## config.mk

```make
export PLATFORM = sky130hd
export DESIGN_NAME = wt_axi_txn_throttle
export DESIGN_NICKNAME = d
export VERILOG_FILES = /design/src/rtl/wt_cache_pkg.sv /design/src/rtl/wt_txn_counter.sv /design/src/rtl/wt_axi_txn_throttle.sv
export SDC_FILE = /design/constraint.sdc
export NUM_CORES = 1
export LEC_CHECK = 0
export BUFFER_PORTS_ARGS = -buffer_cell sky130_fd_sc_hd__buf_2
export CAP_MARGIN = 10
export CORE_AREA = 5 5 283 285
export CTS_BUF_LIST = sky130_fd_sc_hd__clkbuf_8
export DETAILED_ROUTE_END_ITERATION = 8
export DIE_AREA = 0 0 288 290
export PLACE_DENSITY = 0.37
export REMOVE_ABC_BUFFERS = 1
export SYNTH_ARGS = -nofsm -noshare
export SYNTH_HDL_FRONTEND = slang
export SYNTH_SLANG_ARGS = --single-unit
```

## constraint.sdc

```tcl
create_clock -name clk_i -period 6.3 [get_ports clk_i]
set_clock_uncertainty 0.1 [all_clocks]
set_input_delay 0.63 -clock clk_i [delete_from_list [all_inputs] [get_ports clk_i]]
set_output_delay 0.63 -clock clk_i [all_outputs]
set_load 0.05 [all_outputs]
```

## src/rtl/wt_cache_pkg.sv

```systemverilog
// Shared types for the write-through cache AXI throttle: FSM states, stall
// counter width, a minimal AXI4+ATOP request/response struct pair and the
// saturating stall-counter step function.
package wt_cache_pkg;

  typedef enum logic [1:0] {
    THR_RUN   = 2'd0,
    THR_DRAIN = 2'd1,
    THR_IDLE  = 2'd2
  } throttle_state_e;

  localparam int unsigned WT_THR_STATS_W = 32;

  localparam int unsigned WT_AXI_ID_W   = 4;
  localparam int unsigned WT_AXI_ADDR_W = 64;
  localparam int unsigned WT_AXI_DATA_W = 64;

  typedef struct packed {
    logic [WT_AXI_ID_W-1:0]   id;
    logic [WT_AXI_ADDR_W-1:0] addr;
    logic [7:0]               len;
    logic [2:0]               size;
    logic [1:0]               burst;
    logic [5:0]               atop;
  } wt_axi_aw_chan_t;

  typedef struct packed {
    logic [WT_AXI_DATA_W-1:0]   data;
    logic [WT_AXI_DATA_W/8-1:0] strb;
    logic                       last;
  } wt_axi_w_chan_t;

  typedef struct packed {
    logic [WT_AXI_ID_W-1:0] id;
    logic [1:0]             resp;
  } wt_axi_b_chan_t;

  typedef struct packed {
    logic [WT_AXI_ID_W-1:0]   id;
    logic [WT_AXI_ADDR_W-1:0] addr;
    logic [7:0]               len;
    logic [2:0]               size;
    logic [1:0]               burst;
  } wt_axi_ar_chan_t;

  typedef struct packed {
    logic [WT_AXI_ID_W-1:0]   id;
    logic [WT_AXI_DATA_W-1:0] data;
    logic [1:0]               resp;
    logic                     last;
  } wt_axi_r_chan_t;

  typedef struct packed {
    wt_axi_aw_chan_t aw;
    logic            aw_valid;
    wt_axi_w_chan_t  w;
    logic            w_valid;
    logic            b_ready;
    wt_axi_ar_chan_t ar;
    logic            ar_valid;
    logic            r_ready;
  } wt_axi_req_t;

  typedef struct packed {
    logic            aw_ready;
    logic            ar_ready;
    logic            w_ready;
    logic            b_valid;
    wt_axi_b_chan_t  b;
    logic            r_valid;
    wt_axi_r_chan_t  r;
  } wt_axi_rsp_t;

  // Next value of a stall counter: clear wins, otherwise count up and stick at all-ones.
  function automatic logic [WT_THR_STATS_W-1:0] wt_thr_stall_next(
    input logic [WT_THR_STATS_W-1:0] cur,
    input logic                      stall,
    input logic                      clr
  );
    logic [WT_THR_STATS_W-1:0] nxt;
    nxt = cur;
    if (clr) begin
      nxt = '0;
    end else if (stall && (cur != '1)) begin
      nxt = cur + 1'b1;
    end
    return nxt;
  endfunction

endpackage

```

## src/rtl/wt_txn_counter.sv

```systemverilog
// Outstanding-transaction counter: adds 0..3 per cycle (inc2 weighs 2, inc1
// weighs 1), subtracts one on dec, saturates at zero and flags an underflow.
// The caller keeps the count within Max by gating its increments on full_o.
module wt_txn_counter
  import wt_cache_pkg::*;
#(
  parameter int unsigned Width = 4,
  parameter int unsigned Max   = 8
) (
  input  logic             clk_i,
  input  logic             rst_ni,
  input  logic             inc2_i,
  input  logic             inc1_i,
  input  logic             dec_i,
  output logic [Width-1:0] count_o,
  output logic [Width-1:0] count_nxt_o,
  output logic             full_o
);

  logic [Width-1:0] count_q;
  logic [Width-1:0] count_d;
  logic [Width+1:0] sum;
  logic             underflow;

  // Net next count; a decrement with nothing counted leaves the count at zero
  always_comb begin
    sum       = {2'b00, count_q} + {{Width{1'b0}}, inc2_i, inc1_i};
    underflow = dec_i && (sum == '0);
    count_d   = Width'(sum);
    if (dec_i && !underflow) begin
      count_d = Width'(sum - 1'b1);
    end
  end

  // Count register
  always_ff @(posedge clk_i or negedge rst_ni) begin
    if (!rst_ni) begin
      count_q <= '0;
    end else begin
      count_q <= count_d;
    end
  end

  assign count_o     = count_q;
  assign count_nxt_o = count_d;
  assign full_o      = ({2'b00, count_q} >= (Width+2)'(Max));

  // A response without a matching request is a protocol error upstream
  a_no_underflow: assert property (@(posedge clk_i) disable iff (!rst_ni) !underflow);

endmodule

```

## src/rtl/wt_axi_txn_throttle.sv

```systemverilog
// AXI transaction throttle between the write-through cache master port and
// the interconnect. Limits outstanding reads/writes, holds W beats until
// their AW has been forwarded, and runs a drain sequence for fence/flush.
// Optional stall statistics: define WT_AXI_THROTTLE_STATS_EN.
module wt_axi_txn_throttle
  import wt_cache_pkg::*;
#(
  parameter int unsigned MaxRdTxn  = 8,
  parameter int unsigned MaxWrTxn  = 8,
  parameter type         axi_req_t = wt_cache_pkg::wt_axi_req_t,
  parameter type         axi_rsp_t = wt_cache_pkg::wt_axi_rsp_t,
  localparam int unsigned CntWidth =
    $clog2(((MaxRdTxn > MaxWrTxn) ? MaxRdTxn : MaxWrTxn) + 1)
) (
  input  logic                      clk_i,
  input  logic                      rst_ni,
  input  axi_req_t                  slv_req_i,
  output axi_rsp_t                  slv_resp_o,
  output axi_req_t                  mst_req_o,
  input  axi_rsp_t                  mst_resp_i,
  input  logic                      drain_i,
  output logic                      drained_o,
  output logic [CntWidth-1:0]       rd_outstanding_o,
  output logic [CntWidth-1:0]       wr_outstanding_o,
  input  logic                      stats_clr_i,
  output logic [WT_THR_STATS_W-1:0] rd_stall_cnt_o,
  output logic [WT_THR_STATS_W-1:0] wr_stall_cnt_o
);

  throttle_state_e state_q, state_d;
  logic            run;

  logic [CntWidth-1:0] rd_cnt, rd_cnt_nxt;
  logic [CntWidth-1:0] wr_cnt, wr_cnt_nxt;
  logic [CntWidth-1:0] w_cred, w_cred_nxt;
  logic                rd_full, wr_full, w_cred_full;

  logic rd_ok, wr_ok, rd_room2, aw_atomic, aw_fwd, w_fwd, w_cred_zero;
  logic ar_hs, aw_hs, w_last_hs, r_last_hs, b_hs;
  logic rd_inc2, rd_inc1;
  logic w_early, w_cred_inc, w_cred_dec;
  logic w_pend_q, w_pend_d;

  // Admission decisions from registered counts only; the atomic-AW check looks
  // at the incoming AR valid so an AR plus an atomic AW never overshoots MaxRdTxn
  always_comb begin
    rd_room2    = ({2'b00, rd_cnt} + (CntWidth+2)'(2)) <= (CntWidth+2)'(MaxRdTxn);
    aw_atomic   = slv_req_i.aw.atop[5];
    rd_ok       = !rd_full && run;
    wr_ok       = !wr_full && !w_cred_full && run;
    aw_fwd      = wr_ok && (!aw_atomic || (rd_ok && (!slv_req_i.ar_valid || rd_room2)));
    w_cred_zero = (w_cred == '0);
    w_fwd       = !w_cred_zero || (slv_req_i.aw_valid && aw_fwd && !w_pend_q);
  end

  // Handshakes and counter steps; a W last that overtakes its own AW handshake
  // is remembered so that the later AW does not mint a stale credit
  always_comb begin
    ar_hs      = slv_req_i.ar_valid && rd_ok && mst_resp_i.ar_ready;
    aw_hs      = slv_req_i.aw_valid && aw_fwd && mst_resp_i.aw_ready;
    w_last_hs  = slv_req_i.w_valid && w_fwd && mst_resp_i.w_ready && slv_req_i.w.last;
    r_last_hs  = mst_resp_i.r_valid && slv_req_i.r_ready && mst_resp_i.r.last;
    b_hs       = mst_resp_i.b_valid && slv_req_i.b_ready;
    rd_inc2    = ar_hs && aw_hs && aw_atomic;
    rd_inc1    = ar_hs ^ (aw_hs && aw_atomic);
    w_early    = w_last_hs && w_cred_zero && !aw_hs;
    w_cred_inc = aw_hs && !w_pend_q;
    w_cred_dec = w_last_hs && !w_early;
    w_pend_d   = w_pend_q ? !aw_hs : w_early;
  end

  wt_txn_counter #(
    .Width (CntWidth),
    .Max   (MaxRdTxn)
  ) i_rd_cnt (
    .clk_i       (clk_i),
    .rst_ni      (rst_ni),
    .inc2_i      (rd_inc2),
    .inc1_i      (rd_inc1),
    .dec_i       (r_last_hs),
    .count_o     (rd_cnt),
    .count_nxt_o (rd_cnt_nxt),
    .full_o      (rd_full)
  );

  wt_txn_counter #(
    .Width (CntWidth),
    .Max   (MaxWrTxn)
  ) i_wr_cnt (
    .clk_i       (clk_i),
    .rst_ni      (rst_ni),
    .inc2_i      (1'b0),
    .inc1_i      (aw_hs),
    .dec_i       (b_hs),
    .count_o     (wr_cnt),
    .count_nxt_o (wr_cnt_nxt),
    .full_o      (wr_full)
  );

  // W credits never exceed forwarded AWs, so the same limit bounds them and
  // keeps the credit counter safe even if a slave answers B early
  wt_txn_counter #(
    .Width (CntWidth),
    .Max   (MaxWrTxn)
  ) i_w_cred (
    .clk_i       (clk_i),
    .rst_ni      (rst_ni),
    .inc2_i      (1'b0),
    .inc1_i      (w_cred_inc),
    .dec_i       (w_cred_dec),
    .count_o     (w_cred),
    .count_nxt_o (w_cred_nxt),
    .full_o      (w_cred_full)
  );

  // Early-W flag register
  always_ff @(posedge clk_i or negedge rst_ni) begin
    if (!rst_ni) begin
      w_pend_q <= 1'b0;
    end else begin
      w_pend_q <= w_pend_d;
    end
  end

  // FSM state register
  always_ff @(posedge clk_i or negedge rst_ni) begin
    if (!rst_ni) begin
      state_q <= THR_RUN;
    end else begin
      state_q <= state_d;
    end
  end

  // FSM next state; drain completes on the cycle the last response is accepted
  always_comb begin
    state_d = state_q;
    unique case (state_q)
      THR_RUN: begin
        if (drain_i) state_d = THR_DRAIN;
      end
      THR_DRAIN: begin
        if (!drain_i) begin
          state_d = THR_RUN;
        end else if ((rd_cnt_nxt == '0) && (wr_cnt_nxt == '0) &&
                     (w_cred_nxt == '0) && !w_pend_d) begin
          state_d = THR_IDLE;
        end
      end
      THR_IDLE: begin
        if (!drain_i) state_d = THR_RUN;
      end
      default: state_d = THR_RUN;
    endcase
  end

  // FSM outputs
  always_comb begin
    run       = (state_q == THR_RUN);
    drained_o = (state_q == THR_IDLE);
  end

  // Channel pass-through with AR/AW/W gating; R and B flow untouched
  always_comb begin
    mst_req_o           = slv_req_i;
    mst_req_o.ar_valid  = slv_req_i.ar_valid && rd_ok;
    mst_req_o.aw_valid  = slv_req_i.aw_valid && aw_fwd;
    mst_req_o.w_valid   = slv_req_i.w_valid && w_fwd;
    slv_resp_o          = mst_resp_i;
    slv_resp_o.ar_ready = mst_resp_i.ar_ready && rd_ok;
    slv_resp_o.aw_ready = mst_resp_i.aw_ready && aw_fwd;
    slv_resp_o.w_ready  = mst_resp_i.w_ready && w_fwd;
  end

  assign rd_outstanding_o = rd_cnt;
  assign wr_outstanding_o = wr_cnt;

`ifdef WT_AXI_THROTTLE_STATS_EN
  logic [WT_THR_STATS_W-1:0] rd_stall_q, rd_stall_d;
  logic [WT_THR_STATS_W-1:0] wr_stall_q, wr_stall_d;

  // Stall counters: cycles a request is presented but held by the throttle
  always_comb begin
    rd_stall_d = wt_thr_stall_next(rd_stall_q, slv_req_i.ar_valid && !rd_ok, stats_clr_i);
    wr_stall_d = wt_thr_stall_next(wr_stall_q, slv_req_i.aw_valid && !aw_fwd, stats_clr_i);
  end

  // Stall counter registers
  always_ff @(posedge clk_i or negedge rst_ni) begin
    if (!rst_ni) begin
      rd_stall_q <= '0;
      wr_stall_q <= '0;
    end else begin
      rd_stall_q <= rd_stall_d;
      wr_stall_q <= wr_stall_d;
    end
  end

  assign rd_stall_cnt_o = rd_stall_q;
  assign wr_stall_cnt_o = wr_stall_q;
`else
  logic unused_stats;
  assign unused_stats   = stats_clr_i;
  assign rd_stall_cnt_o = '0;
  assign wr_stall_cnt_o = '0;
`endif

endmodule

```

==> qor.csv, run 1 <==
stage;metric;value;unit
job;Max Cap Viol;0;
die;Cell Rows;102;
synthesis;Syn. warnings;0;
clocking;Clock Sinks;15;
synthesis;mapped cell area;4270;sq um
die;DIE HEIGHT;290;um
timing;Highest Clock Rate;201;MHz
clocking;# resized after CTS;0;
drt;WL/cell;91.5;um
die;Starting Density;5.53;%
global_routing;GRT Util Overall;27.3;%
die;Die ar.;83500;sq um
finish;final net count;605;
clocking;CTS tree;yes;
clocking;CTS Root Cell;clkbuf_8;
power_and_ir_drop;Leakage Power;0.00100;uW
synthesis;Synth Instances;543;
synthesis;Mapped Avg Cell Area;7.86;sq um
clocking;htree depth;1;
timing;Finish-stage setup viols;0;
die;# IOs;733;
global_routing;largest net degree at the start of global routing;16;
drt;routed wire length;119000;um
placed_design;Port-buffer cells;37;
timing;max-slew violations;0;
synthesis;Yosys cell types;43;
timing;hold slack;0.198;ns
min_path;worst min path class;in -> async;
power_and_ir_drop;Pwr Density;285;nW/um^2
clocking;Longest Clk Path Bufs;2;
drt;Vias/cell;2.43;
drt;DRT antenna net count;0;
synthesis;post-synthesis sequential area ratio;8.80;%
clocking;Reg clk slew, reported paths;0.08;ns
power_and_ir_drop;Peak VDD IR;0.0763;mV
critical_path;crit end category;flip-flop;
critical_path;crit-path max FO;8;
timing;RSZ-0062 raised after global routing;no;
die;core area;77100;sq um
timing;post-route minimum period;4.96;ns
die;Die Width;288;um
timing;total negative slack;0;ns
critical_path;crit path DAT;5.02;ns
placed_design;RD Place Congestion;1.27;
clocking;hold buffers post-CTS;0;
global_routing;vias in the first global route;2550;
drt;routed vias;3171;
drt;Post-route DRC;0;
global_routing;initial antenna violation count;3;
critical_path;critical path class;reg -> reg;
critical_path;Critical Path RT;6.36;ns
run_status;outcome;completed;
drt;initial drt markers;335;
clocking;Worst-Skew Late Latency;0.26;ns
finish;layout cells sized above 1;20.8;%
finish;Filler cells;9239;
placed_design;Post-DP HPWL;117000;um
critical_path;Worst setup SP type;flip-flop;
global_routing;overflow left after global routing;0;
timing;Final Cycle Share;78.8;%
power_and_ir_drop;Tot Pwr;895;uW
synthesis;number of synthesized register bits;15;
clocking;number of CTS-inserted buffers;3;
clocking;setup repair bufs after CTS;0;
drt;DR pass1 iterations;4;
finish;Area Growth Syn to Fin;-26.5;%
timing;final hold vios;0;
global_routing;first-pass GRT wire length;126000;um
==> cells by family after synthesis <==
family / synth area share, %
xor+xnor: 3.08
compound gates: 6.54
buf+inv: 69.4
fa+ha+maj: 3.70
other cells: 0.0879
mux: 0.704
flops: 8.80
simple gates: 7.66
==> final timing paths <==
path,from,endpoint,slack (ns),depth (start not counted)
max,i_rd_cnt.count_o[2]$_DFF_PN0_,state_q[0]$_DFFE_PN0P_,1.34,18
min,rst_ni,i_rd_cnt.count_o[1]$_DFF_PN0_,0.20,1
max reg2reg,i_rd_cnt.count_o[2]$_DFF_PN0_,state_q[0]$_DFFE_PN0P_,1.34,18
min reg2reg,state_q[1]$_DFFE_PN0P_,state_q[1]$_DFFE_PN0P_,0.43,1
max in group asynchronous,rst_ni,i_wr_cnt.count_o[0]$_DFF_PN0_,5.59,1
min in group clk_i,state_q[1]$_DFFE_PN0P_,state_q[1]$_DFFE_PN0P_,0.43,1
==> metrics by stage <==
| step | setup WS [ns] | cells | instance area, sq um | util [%] |
|---|---|---|---|---|
| final | 1.34 | 1304 | 3140 | 4.07 |
| after global routing | 1.05 | 1300 | 3130 | 4.05 |
| after CTS | 1.34 | 1300 | 3130 | 4.05 |
| after global placement | 1.42 | 1296 | 3080 | 3.99 |
| after detailed placement | 1.38 | 1296 | 3080 | 3.99 |
| after floorplan | 1.01 | 219 | 1590 | - |
==> state kept, by name, summed over array words and instances, names as in the netlist <==
name / count
i_rd_cnt.count_o: 4
i_wr_cnt.count_o: 4
w_pend_q: 1
i_w_cred.count_o: 4
state_q: 2
==> worst max-delay path, stage by stage, from the launching register on <==
cell       delay [ns]
dfrtp_1          0.53
inv_1            0.14
ha_1             0.30
o311a_1          0.35
a21oi_1          0.35
and2_1           0.31
nand2_1          0.12
xor2_1           0.16
ha_1             0.21
fa_1             0.52
inv_1            0.08
ha_1             0.26
and4b_1          0.23
a211oi_2         0.38
nand3_1          0.11
o21ai_0          0.11
and4b_1          0.25
o2111ai_2        0.12
o211a_1          0.24
==> routing by layer <==
layer / vias to the layer above / global-route usage (%) / part of all wire, %
li1: 709 / - / -
met1: 1127 / 5.08 / 7.0
met2: 1175 / 46.9 / 48
met3: 132 / 45.9 / 35
met4: 28 / 18.1 / 9.4
met5: - / 11.6 / 0.97
==> report_power, final <==
| part | switching (uW) | internal, uW |
|---|---|---|
| clock network | 47.2 | 44.1 |
| registers | 65.5 | 135 |
| logic | 445 | 158 |
==> final cells by class <==
type	count	area (sq um)	share of cell area, %
Multi-Input combinational cell	190	1160	37.2
Inverter	14	52.6	1.68
Clock inverter	1	5.00	0.160
Clock buffer	3	41.3	1.32
Antenna cell	4	10.0	0.319
Sequential cell	15	375	12.0
Timing Repair Buffer	37	185	5.91
Tap cell	1040	1300	41.5
==> synthesized netlist by cell type, drive strengths merged <==
cell type | instances | share of area (%)
a211oi | 4 | 1.1
and2 | 5 | 0.73
o211a | 2 | 0.47
nor4 | 2 | 0.29
a21oi | 9 | 1.1
and3 | 3 | 0.44
a2111oi | 1 | 0.23
a22oi | 1 | 0.18
nor4b | 1 | 0.21
o21ai | 9 | 1.1
mux2i | 3 | 0.70
or2 | 1 | 0.15
a31oi | 1 | 0.15
and4b | 3 | 0.70
xor2 | 5 | 1.0
nand3 | 10 | 1.3
a32o | 1 | 0.23
o311a | 1 | 0.23
dfrtp | 15 | 8.8
ha | 11 | 3.2
inv | 14 | 1.2
nand2 | 15 | 1.3
conb | 1 | 0.088
or4 | 1 | 0.26
nor2 | 14 | 1.3
a21boi | 1 | 0.18
nor3 | 2 | 0.23
a21bo | 1 | 0.23
a2bb2oi | 1 | 0.35
nor2b | 3 | 0.44
xnor2 | 10 | 2.1
o41ai | 2 | 0.59
fa | 1 | 0.47
buf | 387 | 68
or4b | 1 | 0.23
o2111ai | 1 | 0.35
==> cell usage in the layout, fill, tap and decap left out, types with 3 or more instances in the layout <==
cell type,n
conb_1,64
buf_2,37
nand2_1,15
dfrtp_1,15
inv_1,14
nor2_1,12
ha_1,11
xnor2_1,10
nand3_1,9
a21oi_1,8
o21ai_0,8
and2_1,5
xor2_1,5
diode_2,4
a211oi_2,3
nor2b_1,3
and3_1,3
mux2i_1,3
and4b_1,3
clkbuf_8,3
Note: power is estimated with default switching activity, not from simulation.
==> inputs of run 2 (changes only) <==
CORE_AREA = 5 5 284 286   (was 5 5 283 285)
DIE_AREA = 0 0 289 291   (was 0 0 288 290)
PLACE_DENSITY = 0.36   (was 0.37)
clock period = 4.7 ns   (was 6.3 ns; I/O delays follow)
==> run 2 against run 1 <==
Net effect: maximum frequency up 17%; highest routed layer unchanged; clock power up 36%; sequential share of layout area shrank 0.23 points; power grew 40%; critical endpoint is now state_q[1]$_DFFE_PN0P_; non-clock buffer count increased by 8; die area increased by 0.69%; count of clock-buffer cells in the layout is the same; worst setup slack got worse by 0.88 ns; global-route usage is 0.14 points lower; worst hold slack lost 0.16 ns.
==> qor.csv, run 2 (synthesis results as in run 1) <==
stage;metric;value;unit;change
finish;antenna cell count;0;;-4
timing;Highest Clock Rate;236;MHz;+17%
die;Cell Rows;103;;+0.98%
finish;most common cell after layout, fill and taps aside;conb_1;;
critical_path;Worst setup SP type;flip-flop;;
global_routing;GRT Util Overall;27.2;%;-0.14 points
run_status;outcome;completed;;
clocking;htree depth;1;;unchanged
timing;max-slew violations;0;;unchanged
critical_path;Reg2Reg Setup Slack;0.46;ns;-0.88 ns
finish;commonest non-fill, non-tap cells in the layout;conb_1, buf_2, nand2_1, dfrtp_1, inv_1;;
clocking;CTS tree;yes;;
die;# IOs;733;;unchanged
clocking;Longest Clk Path Bufs;2;;unchanged
die;Die ar.;84100;sq um;+0.69%
critical_path;Critical Path RT;4.76;ns;-1.60 ns
die;Starting Density;5.46;%;-0.072 points
min_path;worst min path class;in -> async;;
timing;Final Cycle Share;90.2;%;+11 points
drt;WL/cell;90.6;um;-0.97%
timing;RSZ-0062 raised after global routing;no;;
global_routing;initial antenna violation count;2;;-1
placed_design;RD Place Congestion;1.30;;+2.5%
power_and_ir_drop;Peak VDD IR;0.0726;mV;-4.8%
job;Max Cap Viol;0;;unchanged
drt;Vias/cell;2.35;;-3.4%
drt;initial drt markers;311;;-7.2%
clocking;hold buffers post-CTS;0;;unchanged
global_routing;vias in the first global route;2446;;-4.1%
finish;fin util;4.09;%;+0.027 points
finish;final non-filler cell total;1318;;+1.1%
clocking;Clock Sinks;15;;unchanged
finish;Filler cells;9376;;+1.5%
finish;layout cells sized above 1;23.1;%;+2.4 points
placed_design;Post-DP HPWL;118000;um;+0.51%
clocking;Reg clk slew, reported paths;0.09;ns;about the same
die;DIE HEIGHT;291;um;+0.34%
clocking;number of CTS-inserted buffers;3;;unchanged
drt;DRT antenna net count;0;;unchanged
timing;Tightest Pin Transition;0.562;ns;
critical_path;crit end category;flip-flop;;
power_and_ir_drop;Leakage Power;0.00104;uW;+4.0%
global_routing;first-pass GRT wire length;125000;um;-0.47%
global_routing;overflow left after global routing;0;;unchanged
global_routing;largest net degree at the start of global routing;16;;unchanged
timing;final hold vios;0;;unchanged
critical_path;crit path DAT;4.30;ns;-0.72 ns
clocking;Worst-Skew Late Latency;0.28;ns;+0.02 ns
timing;post-route minimum period;4.24;ns;-0.723 ns
timing;total negative slack;0;ns;unchanged
die;Die Width;289;um;+0.35%
drt;routed vias;3095;;-2.4%
critical_path;crit-path max FO;4;;-4
timing;slack of the critical path;0.459;ns;-0.877 ns
critical_path;critical path class;reg -> reg;;
drt;routed wire length;119000;um;about the same
placed_design;Worst Setup Slack post-DPL;0.518;ns;-0.863 ns
finish;final net count;613;;+1.3%
clocking;setup repair bufs after CTS;0;;unchanged
power_and_ir_drop;Pwr Density;391;nW/um^2;+37%
placed_design;Port-buffer cells;37;;unchanged
timing;Finish-stage setup viols;0;;unchanged
clocking;CTS Root Cell;clkbuf_8;;
timing;Slew HR;62.4;%;
drt;Post-route DRC;0;;unchanged
die;core area;78100;sq um;+1.3%
drt;DR pass1 iterations;4;;unchanged
power_and_ir_drop;Tot Pwr;1250;uW;+40%
clocking;# resized after CTS;0;;unchanged
placed_design;Placed Instances;1314;;+1.4%
finish;Area Growth Syn to Fin;-25.0;%;
==> run 2: final timing paths <==
check | from | endpoint | cells after the start
max in group asynchronous | rst_ni | i_w_cred.count_o[3]$_DFF_PN0_ | 1
setup / recovery | i_rd_cnt.count_o[2]$_DFF_PN0_ | state_q[1]$_DFFE_PN0P_ | 18
hold reg to reg | state_q[1]$_DFFE_PN0P_ | state_q[1]$_DFFE_PN0P_ | 1
hold / removal | rst_ni | state_q[0]$_DFFE_PN0P_ | 1
setup reg to reg | i_rd_cnt.count_o[2]$_DFF_PN0_ | state_q[1]$_DFFE_PN0P_ | 18
min in group clk_i | mst_resp_i[81] | w_pend_q$_DFF_PN0_ | 2
==> run 2: report_power, final <==
part           internal, uW  switching [uW]
Clock                  59.3            64.7
Combinational           241             630
Sequential              181            73.5
Total                   481             768
==> run 2: worst max-delay path: stages, from the launching register on <==
cell	delay (ns)
dfrtp_1	0.39
inv_1	0.13
ha_1	0.25
o311a_1	0.36
a21oi_1	0.19
and2_1	0.18
nand2_1	0.10
xor2_1	0.16
ha_1	0.21
fa_1	0.52
inv_1	0.06
ha_1	0.22
and4b_1	0.22
a211oi_2	0.26
nand3_1	0.12
o21ai_0	0.08
and4b_1	0.23
o2111ai_2	0.12
o41ai_2	0.23
==> run 2: metrics by stage <==
stage	hold WS (ns)	area [sq um]
detailed placement	0.346	3150
finish	0.0410	3200
floorplan	0.0744	1590
CTS	0.0428	3200
global route	0.0543	3200
global placement	0.342	3150
==> run 2: metal layers <==
metal / GRT usage [%] / wire [um] / vias to the layer above
met5: 13.1 / 1540 / -
met1: 4.19 / 7280 / 1118
li1: - / - / 720
met4: 16.2 / 11000 / 26
met2: 47.9 / 57900 / 1101
met3: 46.3 / 41700 / 130
==> run 2: layout make-up <==
type                            instances  area [sq um]  share of cell area (%)
Clock buffer                            3          41.3                    1.29
Clock inverter                          1          5.00                   0.156
Tap cell                             1050          1310                    41.1
Timing Repair Buffer                   45           245                    7.67
Sequential cell                        15           375                    11.7
Multi-Input combinational cell        190          1160                    36.4
Inverter                               14          52.6                    1.64
==> inputs of run 3 (changes only) <==
CORE_AREA = 2 2 289 291   (was 5 5 284 286)
CTS_BUF_LIST = sky130_fd_sc_hd__clkbuf_4 sky130_fd_sc_hd__clkbuf_8   (was sky130_fd_sc_hd__clkbuf_8)
DIE_AREA = 0 0 291 293   (was 0 0 289 291)
==> run 3 against run 2 <==
Net effect: worst hold slack got worse by 0.0085 ns; combinational power fell by 3.0%; sequential share of layout area barely moved; core utilization fell by 0.18 points; power fell by 3.2%; cell count rose by 1.4%; die area rose by 1.4%; via count rose by 3.0%; largest cell class unchanged; highest routed layer unchanged.
==> qor.csv, run 3 (synthesis results as in run 1) <==
stage;metric;value;unit;change
clocking;number of CTS-inserted buffers;3;;unchanged
critical_path;Reg2Reg Setup Slack;0.33;ns;-0.13 ns
placed_design;Post-DP HPWL;120000;um;+2.1%
critical_path;Worst setup endpoint;state_q[0]$_DFFE_PN0P_;;
placed_design;Port-buffer cells;37;;unchanged
clocking;Longest Clk Path Bufs;2;;unchanged
critical_path;crit end category;flip-flop;;
critical_path;Critical Path RT;4.76;ns;about the same
timing;RSZ-0062 raised after global routing;no;;
power_and_ir_drop;Peak VDD IR;0.137;mV;+89%
die;DIE HEIGHT;293;um;+0.69%
timing;post-route minimum period;4.37;ns;+0.133 ns
timing;Highest Clock Rate;229;MHz;-3.1%
clocking;# resized after CTS;0;;unchanged
finish;final net count;610;;-0.49%
clocking;Worst-Skew Late Latency;0.26;ns;-0.02 ns
power_and_ir_drop;Pwr Density;377;nW/um^2;-3.4%
global_routing;initial antenna violation count;4;;+2
critical_path;critical path class;reg -> reg;;
global_routing;largest net degree at the start of global routing;16;;unchanged
drt;initial drt markers;514;;+65%
timing;Final Cycle Share;93.1;%;+2.8 points
die;Die Width;291;um;+0.69%
timing;final hold vios;0;;unchanged
run_status;outcome;completed;;
critical_path;Worst setup SP type;flip-flop;;
timing;Tightest Pin Transition;0.919;ns;+0.357 ns
clocking;htree depth;1;;unchanged
drt;DR pass1 iterations;4;;unchanged
finish;final non-filler cell total;1336;;+1.4%
global_routing;vias in the first global route;2329;;-4.8%
finish;commonest non-fill, non-tap cells in the layout;conb_1, buf_2, nand2_1, dfrtp_1, inv_1;;
timing;Finish-stage setup viols;0;;unchanged
critical_path;Worst R2R Path Depth;18;;unchanged
die;Starting Density;5.21;%;-0.25 points
timing;slack of the critical path;0.326;ns;-0.133 ns
drt;Vias/cell;2.39;;+1.6%
critical_path;crit path DAT;4.43;ns;+0.13 ns
critical_path;reg2reg end;state_q[0]$_DFFE_PN0P_;;
power_and_ir_drop;Leakage Power;0.00103;uW;-1.4%
placed_design;Worst Setup Slack post-DPL;0.367;ns;-0.151 ns
finish;Area Growth Syn to Fin;-24.9;%;
clocking;hold buffers post-CTS;0;;unchanged
critical_path;crit-path max FO;5;;+1
drt;Post-route DRC;0;;unchanged
critical_path;CP startpoint;i_rd_cnt.count_o[2]$_DFF_PN0_;;
placed_design;RD Place Congestion;1.19;;-8.9%
finish;layout cells sized above 1;22.3;%;-0.87 points
clocking;Clock Sinks;15;;unchanged
drt;routed vias;3189;;+3.0%
job;Max Cap Viol;0;;unchanged
die;# IOs;733;;unchanged
clocking;CTS Root Cell;clkbuf_8;;
clocking;setup repair bufs after CTS;0;;unchanged
min_path;worst min path class;in -> async;;
timing;max-slew violations;0;;unchanged
global_routing;GRT Util Overall;27.9;%;+0.77 points
global_routing;overflow left after global routing;0;;unchanged
timing;Slew HR;38.7;%;-24 points
die;Cell Rows;105;;+1.9%
die;Die ar.;85300;sq um;+1.4%
finish;Filler cells;9714;;+3.6%
critical_path;reg2reg start;i_rd_cnt.count_o[2]$_DFF_PN0_;;
finish;most common cell after layout, fill and taps aside;conb_1;;
placed_design;Placed Instances;1331;;+1.3%
drt;WL/cell;91.7;um;+1.2%
clocking;CTS tree;yes;;
die;core area;81800;sq um;+4.8%
drt;routed wire length;123000;um;+2.6%
clocking;Reg clk slew, reported paths;0.08;ns;about the same
drt;DRT antenna net count;0;;unchanged
global_routing;first-pass GRT wire length;129000;um;+2.9%
run 3: through the flow:
stage	instance area (sq um)	TNS [ns]	utilization, %	total power (uW)	hold slack, ns
detailed placement	3150	0	3.85	1090	0.346
finish	3200	0	3.91	1210	0.0325
global route	3200	0	3.91	1320	0.0561
CTS	3200	0	3.91	1210	0.0565
global placement	3150	0	3.85	1090	0.340
floorplan	1590	-1.20	-	838	0.0744
run 3: area by class of cell:
| class | count | area, sq um | area share [%] |
|---|---|---|---|
| Multi-Input combinational cell | 190 | 1160 | 36.4 |
| Inverter | 14 | 52.6 | 1.64 |
| Sequential cell | 15 | 375 | 11.7 |
| Clock inverter | 1 | 5.00 | 0.156 |
| Timing Repair Buffer | 42 | 223 | 6.95 |
| Antenna cell | 1 | 2.50 | 0.0781 |
| Clock buffer | 3 | 41.3 | 1.29 |
| Tap cell | 1070 | 1340 | 41.8 |
run 3: where the power goes:
group	leakage [uW]	internal, uW	total [uW]	switching [uW]
logic	0.000817	227	845	618
clock network	0.0000255	59.0	118	58.6
registers	0.000184	181	247	65.4
total	0.00103	467	1210	742
run 3: critical path: stages, from the launching register on:
cell,delay [ns]
dfrtp_1,0.38
inv_1,0.11
ha_1,0.25
o311a_1,0.35
a21oi_1,0.19
and2_1,0.25
nand2_1,0.11
xor2_1,0.15
ha_1,0.21
fa_1,0.52
inv_1,0.08
ha_1,0.25
and4b_1,0.22
a211oi_2,0.28
nand3_1,0.10
o21ai_0,0.09
and4b_1,0.24
o2111ai_2,0.14
o211a_1,0.25
run 3: worst min-delay path by stage:
stage | to | slack [ns] | depth (start not counted) | startpoint
2_1_floorplan | i_rd_cnt.count_o[0]$_DFF_PN0_ | 0.07 | 0 | rst_ni
3_3_place_gp | i_wr_cnt.count_o[2]$_DFF_PN0_ | 0.34 | 1 | rst_ni
3_5_place_dp | i_wr_cnt.count_o[2]$_DFF_PN0_ | 0.35 | 1 | rst_ni
4_1_cts | i_wr_cnt.count_o[2]$_DFF_PN0_ | 0.06 | 1 | rst_ni
5_1_grt | i_wr_cnt.count_o[2]$_DFF_PN0_ | 0.06 | 1 | rst_ni
6_report | i_wr_cnt.count_o[2]$_DFF_PN0_ | 0.03 | 1 | rst_ni
run 3: layer usage:
layer	GRT usage, %	wire [um]	vias to the layer above
met5	12.6	961	-
met4	15.2	8710	24
met3	47.1	43400	116
met2	49.5	60900	1185
met1	5.15	8650	1149
li1	-	-	715
